`src/rtl/mem_arbiter.sv`:
```
// Arbitrates one single-ported memory bus between instruction-fetch and data
// requesters, with per-side stalls and result holding until the pipeline advances.
module mem_arbiter #(
  parameter int ADDR_W  = 32,
  parameter int DATA_W  = 32,
  parameter int TIMEOUT = 255
) (
  input  logic                clk,
  input  logic                rst,
  input  logic                advance,
  input  logic                i_req,
  input  logic [ADDR_W-1:0]   i_addr,
  output logic [DATA_W-1:0]   i_rdata,
  output logic                i_stall,
  input  logic                d_req,
  input  logic [DATA_W/8-1:0] d_we,
  input  logic [ADDR_W-1:0]   d_addr,
  input  logic [DATA_W-1:0]   d_wdata,
  output logic [DATA_W-1:0]   d_rdata,
  output logic                d_stall,
  output logic                m_req,
  output logic [DATA_W/8-1:0] m_we,
  output logic [ADDR_W-1:0]   m_addr,
  output logic [DATA_W-1:0]   m_wdata,
  input  logic [DATA_W-1:0]   m_rdata,
  input  logic                m_ready,
  output logic                timeout_err,
  output logic [1:0]          dbg_state
);

  // Handshake: a request is held on m_req/m_* unchanged until the memory
  // answers with m_ready=1 in the same cycle; that cycle completes it.

  localparam int CNT_W = (TIMEOUT > 0) ? $clog2(TIMEOUT + 1) : 1;
  localparam logic [CNT_W-1:0] CNT_MAX = CNT_W'(TIMEOUT);
  localparam logic [CNT_W-1:0] CNT_ONE = CNT_W'(1);

  typedef enum logic [1:0] {
    IDLE   = 2'd0,
    D_BUSY = 2'd1,
    I_BUSY = 2'd2
  } state_t;

  state_t           state;
  logic             i_hold;
  logic             d_hold;
  logic [CNT_W-1:0] wait_cnt;

  assign i_stall   = i_req & ~i_hold;
  assign d_stall   = d_req & ~d_hold;
  assign dbg_state = state;

  always_ff @(posedge clk or posedge rst) begin
    if (rst) begin
      state       <= IDLE;
      m_req       <= 1'b0;
      m_we        <= '0;
      m_addr      <= '0;
      m_wdata     <= '0;
      i_rdata     <= '0;
      d_rdata     <= '0;
      i_hold      <= 1'b0;
      d_hold      <= 1'b0;
      wait_cnt    <= '0;
      timeout_err <= 1'b0;
    end else begin
      // Completion below overrides this clear for the side that completes.
      if (advance) begin
        i_hold <= 1'b0;
        d_hold <= 1'b0;
      end
      case (state)
        IDLE: begin
          if (d_req && !d_hold) begin
            m_req    <= 1'b1;
            m_we     <= d_we;
            m_addr   <= d_addr;
            m_wdata  <= d_wdata;
            wait_cnt <= '0;
            state    <= D_BUSY;
          end else if (i_req && !i_hold) begin
            m_req    <= 1'b1;
            m_we     <= '0;
            m_addr   <= i_addr;
            wait_cnt <= '0;
            state    <= I_BUSY;
          end
        end
        D_BUSY, I_BUSY: begin
          if (m_ready) begin
            m_req <= 1'b0;
            state <= IDLE;
            // A dropped request means the access was flushed; discard it.
            if (state == D_BUSY && d_req) begin
              d_hold <= 1'b1;
              if (m_we == '0) d_rdata <= m_rdata;
            end
            if (state == I_BUSY && i_req) begin
              i_hold  <= 1'b1;
              i_rdata <= m_rdata;
            end
          end else if (TIMEOUT != 0 && wait_cnt != CNT_MAX) begin
            wait_cnt <= wait_cnt + CNT_ONE;
            if (wait_cnt + CNT_ONE == CNT_MAX) timeout_err <= 1'b1;
          end
        end
        default: begin
          state <= IDLE;
          m_req <= 1'b0;
        end
      endcase
    end
  end

endmodule

```
`config.mk`:
```
export PLATFORM = sky130hd
export DESIGN_NAME = mem_arbiter
export DESIGN_NICKNAME = d
export VERILOG_FILES = /design/src/rtl/mem_arbiter.sv
export SDC_FILE = /design/constraint.sdc
export NUM_CORES = 1
export LEC_CHECK = 0
export BUFFER_PORTS_ARGS = -buffer_cell sky130_fd_sc_hd__buf_2
export CORE_MARGIN = 5
export CORE_UTILIZATION = 47
export CTS_CLUSTER_SIZE = 14
export DETAILED_ROUTE_END_ITERATION = 16
export GPL_ROUTABILITY_DRIVEN = 0
export PLACE_DENSITY = 0.8
export SLEW_MARGIN = 20
export SYNTH_ARGS = -nofsm -noshare
export SYNTH_HDL_FRONTEND = slang
export SYNTH_SLANG_ARGS = --single-unit
```
`constraint.sdc`:
```
create_clock -name clk -period 5 [get_ports clk]
set_clock_uncertainty 0.05 [all_clocks]
set_input_delay 0 -clock clk [delete_from_list [all_inputs] [get_ports clk]]
set_output_delay 0 -clock clk [all_outputs]
set_load 0.1 [all_outputs]
```
==> results by group, run 1 <==
Global route
  • Largest net degree at the start of global routing: 77
  • GRT Resource Usage Total: 26.9%
  • First-pass GRT wire length: 33100 um
  • Grt total ovfl: 0
  • Vias in the first global route: 5947
  • Initial antenna violation count: 1

Placement
  • Post-Place Setup Slack: 2.63 ns
  • Port Buffers: 275
  • Hpwl dp: 12100 um

Yosys
  • Synthesized instance count: 438
  • Yosys warnings: 0
  • Most frequent cells after synthesis: dfrtp_1 (146), mux2_2 (51), nand2_1 (37)
  • Top cell type by total area after synthesis: dfrtp_1
  • Synth Register Bits: 146
  • Count leader, synth: dfrtp_1
  • Area share of the largest cell type after synthesis: 59.3%
  • Mapped cell area: 0.00616 mm2
  • Synth unique cells: 40
  • Seq/Total Area, Yosys: 59.3%
  • Net Count, Synth: 581
  • Post-synth ARST share: 100%
  • Synthesized area per cell: 14.1 um2
  • Ranking of synthesized cells by area: dfrtp_1 (59%), mux2_2 (9.3%), mux2_4 (7.3%), mux2i_1 (5.2%), mux2_1 (2.9%)
  • Ys flop type: dfrtp_1
  • Number of flops mapped to enable cells by yosys: 0

Die
  • I/O pins: 276
  • Die footprint: 0.0155 mm2
  • Die width: 124 um
  • Die H: 124 um
  • Core Area: 0.0127 mm2
  • # rows: 41
  • Initial core utilization: 48.4%

Clocking
  • Clock sinks: 146
  • CTS tree: built
  • H-tree Lvls: 4
  • Worst skew pair latency: 0.41 ns
  • Resize count post-CTS: 0
  • Clk slew on worst S/H paths: 0.06 ns
  • Clock tree buffer depth: 2
  • CTS Root Buffer Type: clkbuf_16
  • Cts bufs inserted: 17

Finish
  • Synthesis-to-finish area growth: 56.5%
  • Finished Core Util: 75.7%
  • Post-layout nets: 991
  • Layout cells sized above 1: 46.5%

Timing
  • Max Clock Freq: 422 MHz
  • Worst-Margin Slew: 0.874 ns
  • Setup TNS: 0 ns
  • Count of final setup violators: 0
  • Fin worst setup slack: 2.63 ns
  • Hold violation count in the final report: 0
  • Period utilization: 47.4%
  • Period minus WS final: 2.37 ns
  • Slew Limit Fails: 0
  • Normalized max-slew margin: 41.7%
  • Unrepaired setup endpoints after global routing: false

Worst setup path
  • Critical Path Source Type: register
  • Flop2flop setup slack: 2.63 ns
  • Crit path from: dbg_state[0]$_DFFE_PP0P_
  • Worst r2r path cells: 5
  • CP Max Fanout: 32
  • CP Data Arrival Time: 2.61 ns
  • R2R Path End: d_rdata[31]$_DFFE_PP0P_
  • Crit end category: register
  • Critical Path RT: 5.24 ns
  • Critical Path End: d_rdata[31]$_DFFE_PP0P_
  • Reg-to-reg startpoint: dbg_state[0]$_DFFE_PP0P_
  • WS Path Type: register to register

Hold path
  • Min-delay src: i_req
  • Hold crit path type: input port to register

Route
  • Remaining antenna violation count: 0
  • DRC Markers: 0
  • First-pass DRT Iterations: 5
  • Vias per cell: 5.16
  • WL/cell: 19.7 um
  • Total Wirelength: 20400 um
  • Vias: 5333
  • Initial DRC count: 407

Job
  • Max-cap violations: 0

Outcome
  • Status: complete, no violations
-- sequential cells by signal, indices dropped and copies added, names as in the netlist --
| signal | count |
|---|---|
| d_hold | 1 |
| d_rdata | 32 |
| dbg_state | 2 |
| i_hold | 1 |
| i_rdata | 32 |
| m_addr | 32 |
| m_req | 1 |
| m_wdata | 32 |
| m_we | 4 |
| timeout_err | 1 |
| wait_cnt | 8 |
-- repair_timing --
action,in CTS,in global routing
hold buffers,135,0
setup buffers,0,0
endpoints found under the hold margin,211,0
-- placed cells by master, fill, tap and decap left out, types with 4 or more instances in the layout --
cell type	instances
mux2i_1	32
dfrtp_1	146
o21ai_1	20
mux2_1	16
a32o_1	4
bufinv_16	4
ha_1	5
mux2_4	30
nor3_1	4
nand3_1	4
clkbuf_16	17
mux2_2	51
dlygate4sd3_1	135
buf_4	5
nand2_1	37
o21ai_0	20
inv_1	5
buf_2	275
-- worst min-delay path by stage --
stage	cells past startpoint	slack, ns	end
3_5_place_dp	2	0.10	i_rdata[26]$_DFFE_PP0P_
3_3_place_gp	2	0.09	m_wdata[12]$_DFFE_PP0P_
2_1_floorplan	1	0.05	d_hold$_DFF_PP0_
6_report	4	0.03	dbg_state[1]$_DFFE_PP0P_
5_1_grt	4	0.05	dbg_state[1]$_DFFE_PP0P_
4_1_cts	4	0.01	dbg_state[1]$_DFFE_PP0P_
-- area by class of cell --
class	count	area [um2]
clock buffer	20	457
clock inverter	12	179
sequential	146	3650
timing repair buffer	415	2770
fill	737	3090
inverter	6	27.5
antenna	1	2.50
tap	172	215
multi-input combinational	262	2330
-- layer usage --
metal | vias up | track usage, % | wire length [um]
met2 | 288 | 45.9 | 10300
met3 | 48 | 8.19 | 1610
met5 | - | 0 | 0
met1 | 2624 | 31.1 | 7800
met4 | 0 | 11.9 | 687
li1 | 2373 | - | -
-- stage by stage --
stage / cell area [um2] / hold WS [ns] / instances
after floorplan: 6160 / 0.0464 / 438
after global placement: 7640 / 0.0917 / 866
after detailed placement: 7640 / 0.103 / 866
after CTS: 9630 / 0.0133 / 1033
after global routing: 9630 / 0.0510 / 1034
final: 9630 / 0.0294 / 1034
-- logic make-up (layout without fill, tap and decap cells) --
| family | count (synthesis) | in the layout | synth area share (%) |
|---|---|---|---|
| AND/OR/NAND/NOR | 66 | 66 | 5.53 |
| XOR/XNOR | 4 | 4 | 0.569 |
| AO/OA/AOI/OAI | 58 | 58 | 5.71 |
| other | 0 | 1 | 0 |
| multiplexers | 129 | 129 | 24.8 |
| flip-flops | 146 | 146 | 59.3 |
| adder cells (fa/ha/maj) | 5 | 5 | 1.02 |
| buffers and inverters | 30 | 453 | 3.05 |
-- critical path, stage by stage, from the launching register on --
cell	delay, ns
dfrtp_1	0.39
inv_1	0.08
ha_1	0.37
nand4_1	0.24
nor2_8	0.69
mux2_1	0.41
Power of run 1 is not shown: default switching activity piles up to over one toggle a cycle in this logic, so the estimate is an artifact.
==> run 2: changes to the inputs <==
Settings changed: CORE_UTILIZATION 47 to 43, PLACE_DENSITY 0.8 to 0.77.
Clock period 5 ns to 2 ns, I/O delays scaled along.
==> results by group, run 2 (synthesis results as in run 1) <==
Outcome
  • Status: finished with violations
  • Failing checks: negative hold slack

Timing
  • Normalized max-slew margin: 59.2% (+17 points)
  • Fin worst setup slack: 0.0489 ns (-2.58 ns)
  • Hold violation count in the final report: 1 (+1)
  • Period minus WS final: 1.95 ns (-0.417 ns)
  • Slew Limit Fails: 0 (unchanged)
  • Worst-Margin Slew: 0.611 ns (-0.263 ns)
  • Hold Slack: -0.00676 ns (-0.0362 ns)
  • Max Clock Freq: 513 MHz (+21%)
  • Count of final setup violators: 0 (unchanged)
  • Period utilization: 97.6% (+50 points)

Job
  • Max-cap violations: 0 (unchanged)

Global route
  • GRT Resource Usage Total: 24.8% (-2.1 points)
  • Largest net degree at the start of global routing: 69 (-10%)
  • Vias in the first global route: 5915 (-0.54%)
  • First-pass GRT wire length: 31900 um (-3.8%)
  • Initial antenna violation count: 2 (+1)
  • Grt total ovfl: 0 (unchanged)

Worst setup path
  • Worst path slowest cell: dlygate4sd3_1
  • CP Data Arrival Time: 2.20 ns (-0.41 ns)
  • CP Max Fanout: 5 (-84%)
  • Max stage delay on crit path: 0.61 ns (-0.08 ns)
  • CP delay by family, top: buffers and inverters
  • Crit path top cell by count: buf_12
  • Critical path buffers and inverters: 3 (+2)
  • WS Path Type: register to register
  • Critical Path Source Type: register
  • CP Cell Sequence: nor2b_4 > buf_12 > buf_12 > mux2i_1 > dlygate4sd3_1 > o21ai_1
  • Crit end category: register
  • Critical Path RT: 2.25 ns (-2.99 ns)

Finish
  • Post-layout nets: 1004 (+1.3%)
  • Layout Cells excl Fill: 1055 (+2.0%)
  • Layout cells sized above 1: 48.2% (+1.8 points)
  • Area of the multi-input gates: 0.00236 mm2 (+1.3%)
  • Synthesis-to-finish area growth: 61.1%
  • Final Cell Area: 0.00992 mm2 (+2.9%)
  • Most common cell after layout, fill and taps aside: buf_2
  • FF/Latch Area: 0.00366 mm2 (+0.17%)
  • Final-layout fill cell count: 867 (+18%)
  • Most frequent cells in the layout: buf_2 (275), dfrtp_1 (141), dlygate4sd3_1 (136)

Route
  • Remaining antenna violation count: 0 (unchanged)
  • Initial DRC count: 169 (-58%)
  • Total Wirelength: 21500 um (+5.3%)
  • Vias per cell: 5.12 (-0.76%)
  • WL/cell: 20.4 um (+3.2%)
  • First-pass DRT Iterations: 4 (-1)
  • Vias: 5400 (+1.3%)
  • DRC Markers: 0 (unchanged)

Die
  • Die width: 130 um (+4.2%)
  • Core Area: 0.0139 mm2 (+9.5%)
  • Die footprint: 0.0168 mm2 (+8.5%)
  • Die H: 130 um (+4.2%)
  • # rows: 43 (+4.9%)
  • Initial core utilization: 44.2% (-4.2 points)
  • I/O pins: 276 (unchanged)

Clocking
  • Worst skew pair latency: 0.41 ns (about the same)
  • Clk slew on worst S/H paths: 0.07 ns (about the same)
  • Clock tree buffer depth: 2 (unchanged)
  • CTS Root Buffer Type: clkbuf_16
  • Cts bufs inserted: 17 (unchanged)
  • CTS tree: built
  • H-tree Lvls: 4 (unchanged)
  • Clock sinks: 146 (unchanged)

Hold path
  • Hold crit path type: input port to register

Placement
  • Post-DP Area: 0.00780 mm2 (+2.0%)
  • Placed Instances: 880 (+1.6%)
  • Post-Place Setup Slack: 0.0796 ns (-2.55 ns)
  • Port Buffers: 275 (unchanged)
  • Hpwl dp: 12800 um (+5.8%)
## run 2: per-stage QoR
step | hold WS, ns | setup TNS (ns) | util [%]
5_1_grt | 0.0147 | -0.0283 | 71.2
3_5_place_dp | 0.0526 | 0 | 55.9
2_1_floorplan | 0.0464 | -5.11 | -
4_1_cts | 0.00275 | 0 | 70.2
3_3_place_gp | 0.0491 | 0 | 55.9
6_report | -0.00676 | 0 | 71.2
## run 2: final timing paths
check                                             start                 endpoint  slack (ns)  depth (start not counted)
worst max register to register         d_hold$_DFF_PP0_    m_addr[4]$_DFFE_PP0P_        0.05                          6
max in group asynchronous                           rst  d_rdata[28]$_DFFE_PP0P_        1.01                          4
worst max-delay path                   d_hold$_DFF_PP0_    m_addr[4]$_DFFE_PP0P_        0.05                          6
min in group asynchronous                           rst      m_we[0]$_DFFE_PP0P_        0.17                          3
worst min register to register  timeout_err$_DFFE_PP0P_  timeout_err$_DFFE_PP0P_        0.41                          1
worst min-delay path                              d_req         d_hold$_DFF_PP0_      -0.007                          3
## run 2: timing repair
| item | in CTS | in global routing |
|---|---|---|
| setup buffers | 0 | 2 |
| endpoints found under the setup margin | 0 | 30 |
| hold buffers | 136 | 0 |
| hold endpoints to repair | 159 | 0 |
| resized for setup | 0 | 0 |
## run 2: worst reg2reg max path, stage by stage, from the launching register on
cell	delay (ns)
dfrtp_1	0.40
nor2b_4	0.16
buf_12	0.14
buf_12	0.13
mux2i_1	0.29
dlygate4sd3_1	0.61
o21ai_1	0.06
## run 2: area by class of cell
| type | instances | area share [%] |
|---|---|---|
| Antenna cell | 2 | 0.0505 |
| Clock buffer | 17 | 4.29 |
| Clock inverter | 14 | 2.03 |
| Inverter | 6 | 0.265 |
| Multi-Input combinational cell | 262 | 23.8 |
| Sequential cell | 146 | 36.9 |
| Tap cell | 180 | 2.27 |
| Timing Repair Buffer | 428 | 30.4 |
## run 2: layer usage
metal | global-route usage, % | up-vias | part of all wire [%] | routed length [um]
met5 | 0 | - | 0 | 0
met4 | 9.60 | 0 | 3.1 | 674
met3 | 8.49 | 51 | 8.9 | 1910
met2 | 45.2 | 295 | 53 | 11400
met1 | 26.4 | 2648 | 35 | 7550
li1 | - | 2406 | - | -
Power of run 2 is left out for the same reason.
==> run 3: changes to the inputs <==
Settings changed: CORE_UTILIZATION 43 to 47, PLACE_DENSITY 0.77 to 0.8.
Clock period 2 ns to 2.19 ns, I/O delays scaled along.
==> results by group, run 3 (synthesis results as in run 1) <==
Worst setup path
  • CP Max Fanout: 37 (+32)
  • WS Path Type: register to register
  • R2R Path End: m_addr[10]$_DFFE_PP0P_
  • Critical Path Source Type: register
  • Flop2flop setup slack: 0.06 ns (about the same)
  • Reg-to-reg startpoint: d_hold$_DFF_PP0_
  • Worst r2r path cells: 5 (-1)
  • CP Data Arrival Time: 2.37 ns (+0.17 ns)
  • Crit end category: register
  • Critical Path RT: 2.44 ns (+0.19 ns)

Global route
  • Grt total ovfl: 0 (unchanged)
  • Vias in the first global route: 5857 (-0.98%)
  • GRT Resource Usage Total: 26.6% (+1.8 points)
  • First-pass GRT wire length: 32400 um (+1.8%)
  • Largest net degree at the start of global routing: 84 (+22%)
  • Initial antenna violation count: 2 (unchanged)

Clocking
  • Clk slew on worst S/H paths: 0.06 ns (about the same)
  • CTS Root Buffer Type: clkbuf_16
  • Setup Fix Bufs, Post-CTS: 0 (unchanged)
  • Clock tree buffer depth: 2 (unchanged)
  • Worst skew pair latency: 0.42 ns (about the same)
  • Resize count post-CTS: 0 (unchanged)
  • CTS tree: built
  • Cts bufs inserted: 17 (unchanged)
  • H-tree Lvls: 4 (unchanged)
  • Clock sinks: 146 (unchanged)
  • # hold bufs at CTS: 137 (+0.74%)

Die
  • Die width: 124 um (-4.0%)
  • Core Area: 0.0127 mm2 (-8.7%)
  • Initial core utilization: 48.4% (+4.2 points)
  • # rows: 41 (-4.7%)
  • Die H: 124 um (-4.0%)
  • Die footprint: 0.0155 mm2 (-7.9%)
  • I/O pins: 276 (unchanged)

Finish
  • Synthesis-to-finish area growth: 58.2%
  • Layout cells sized above 1: 47.5% (-0.76 points)
  • Most frequent cells in the layout: buf_2 (275), dfrtp_1 (141), dlygate4sd3_1 (137)
  • Post-layout nets: 997 (-0.70%)
  • Finished Core Util: 76.5% (+5.4 points)
  • Most common cell after layout, fill and taps aside: buf_2
  • Layout Cells excl Fill: 1040 (-1.4%)

Timing
  • Unrepaired setup endpoints after global routing: false
  • Worst-Margin Slew: 0.527 ns (-0.0837 ns)
  • Hold violation count in the final report: 0 (-1)
  • Count of final setup violators: 0 (unchanged)
  • Fin worst setup slack: 0.0617 ns (+0.0128 ns)
  • Slew Limit Fails: 0 (unchanged)
  • Normalized max-slew margin: 65.1% (+5.9 points)
  • Setup TNS: 0 ns (unchanged)
  • Period utilization: 97.2% (-0.37 points)
  • Period minus WS final: 2.13 ns (+0.177 ns)
  • Max Clock Freq: 470 MHz (-8.3%)

Route
  • WL/cell: 19.5 um (-4.1%)
  • Total Wirelength: 20300 um (-5.5%)
  • Initial DRC count: 342 (+100%)
  • Vias per cell: 5.12 (about the same)
  • First-pass DRT Iterations: 4 (unchanged)
  • DRC Markers: 0 (unchanged)
  • Vias: 5326 (-1.4%)
  • Remaining antenna violation count: 0 (unchanged)

Outcome
  • Status: complete, no violations

Placement
  • Port Buffers: 275 (unchanged)
  • Hpwl dp: 12300 um (-4.1%)
  • Placed Instances: 870 (-1.1%)
  • Post-Place Setup Slack: 0.233 ns (+0.153 ns)

Hold path
  • Hold crit path type: input port to asynchronous set/reset pin

Job
  • Max-cap violations: 0 (unchanged)
## run 3: area by class of cell
type	instances	area, um2
Inverter	6	26.3
Timing Repair Buffer	421	2900
Clock inverter	10	108
Tap cell	172	215
Clock buffer	21	470
Multi-Input combinational cell	262	2350
Fill cell	718	2980
Sequential cell	146	3660
Antenna cell	2	5.00
## run 3: worst max-delay path by stage
stage	start	endpoint	slack, ns
finish	d_hold$_DFF_PP0_	m_addr[10]$_DFFE_PP0P_	0.06
global route	d_hold$_DFF_PP0_	m_addr[10]$_DFFE_PP0P_	0.02
CTS	d_hold$_DFF_PP0_	m_addr[20]$_DFFE_PP0P_	0.18
detailed placement	dbg_state[0]$_DFFE_PP0P_	d_rdata[7]$_DFFE_PP0P_	0.23
global placement	m_we[0]$_DFFE_PP0P_	d_rdata[17]$_DFFE_PP0P_	0.28
floorplan	dbg_state[1]$_DFFE_PP0P_	d_rdata[0]$_DFFE_PP0P_	0.04
## run 3: routing by layer
metal / vias up / global-route usage (%) / wire (um) / part of all wire [%]
li1: 2389 / - / - / -
met1: 2600 / 29.6 / 7570 / 37
met2: 299 / 46.6 / 10400 / 51
met3: 38 / 9.99 / 1860 / 9.2
met4: 0 / 9.35 / 439 / 2.2
met5: - / 0 / 0 / 0
## run 3: stage by stage
| step | cell area [um2] | hold slack, ns |
|---|---|---|
| after CTS | 9730 | 0.0444 |
| after global placement | 7780 | -0.0672 |
| after floorplan | 6180 | 0.0464 |
| after global routing | 9740 | 0.0759 |
| after detailed placement | 7780 | -0.0608 |
| final | 9740 | 0.0651 |
## run 3: critical path, cell delays in order, from the launching register on
cell and delay [ns]:
dfrtp_1 0.41, nor2b_4 0.25, buf_12 0.29, mux2i_1 0.28, dlygate4sd3_1 0.62, o21ai_1 0.07
Power of run 3 is left out for the same reason.
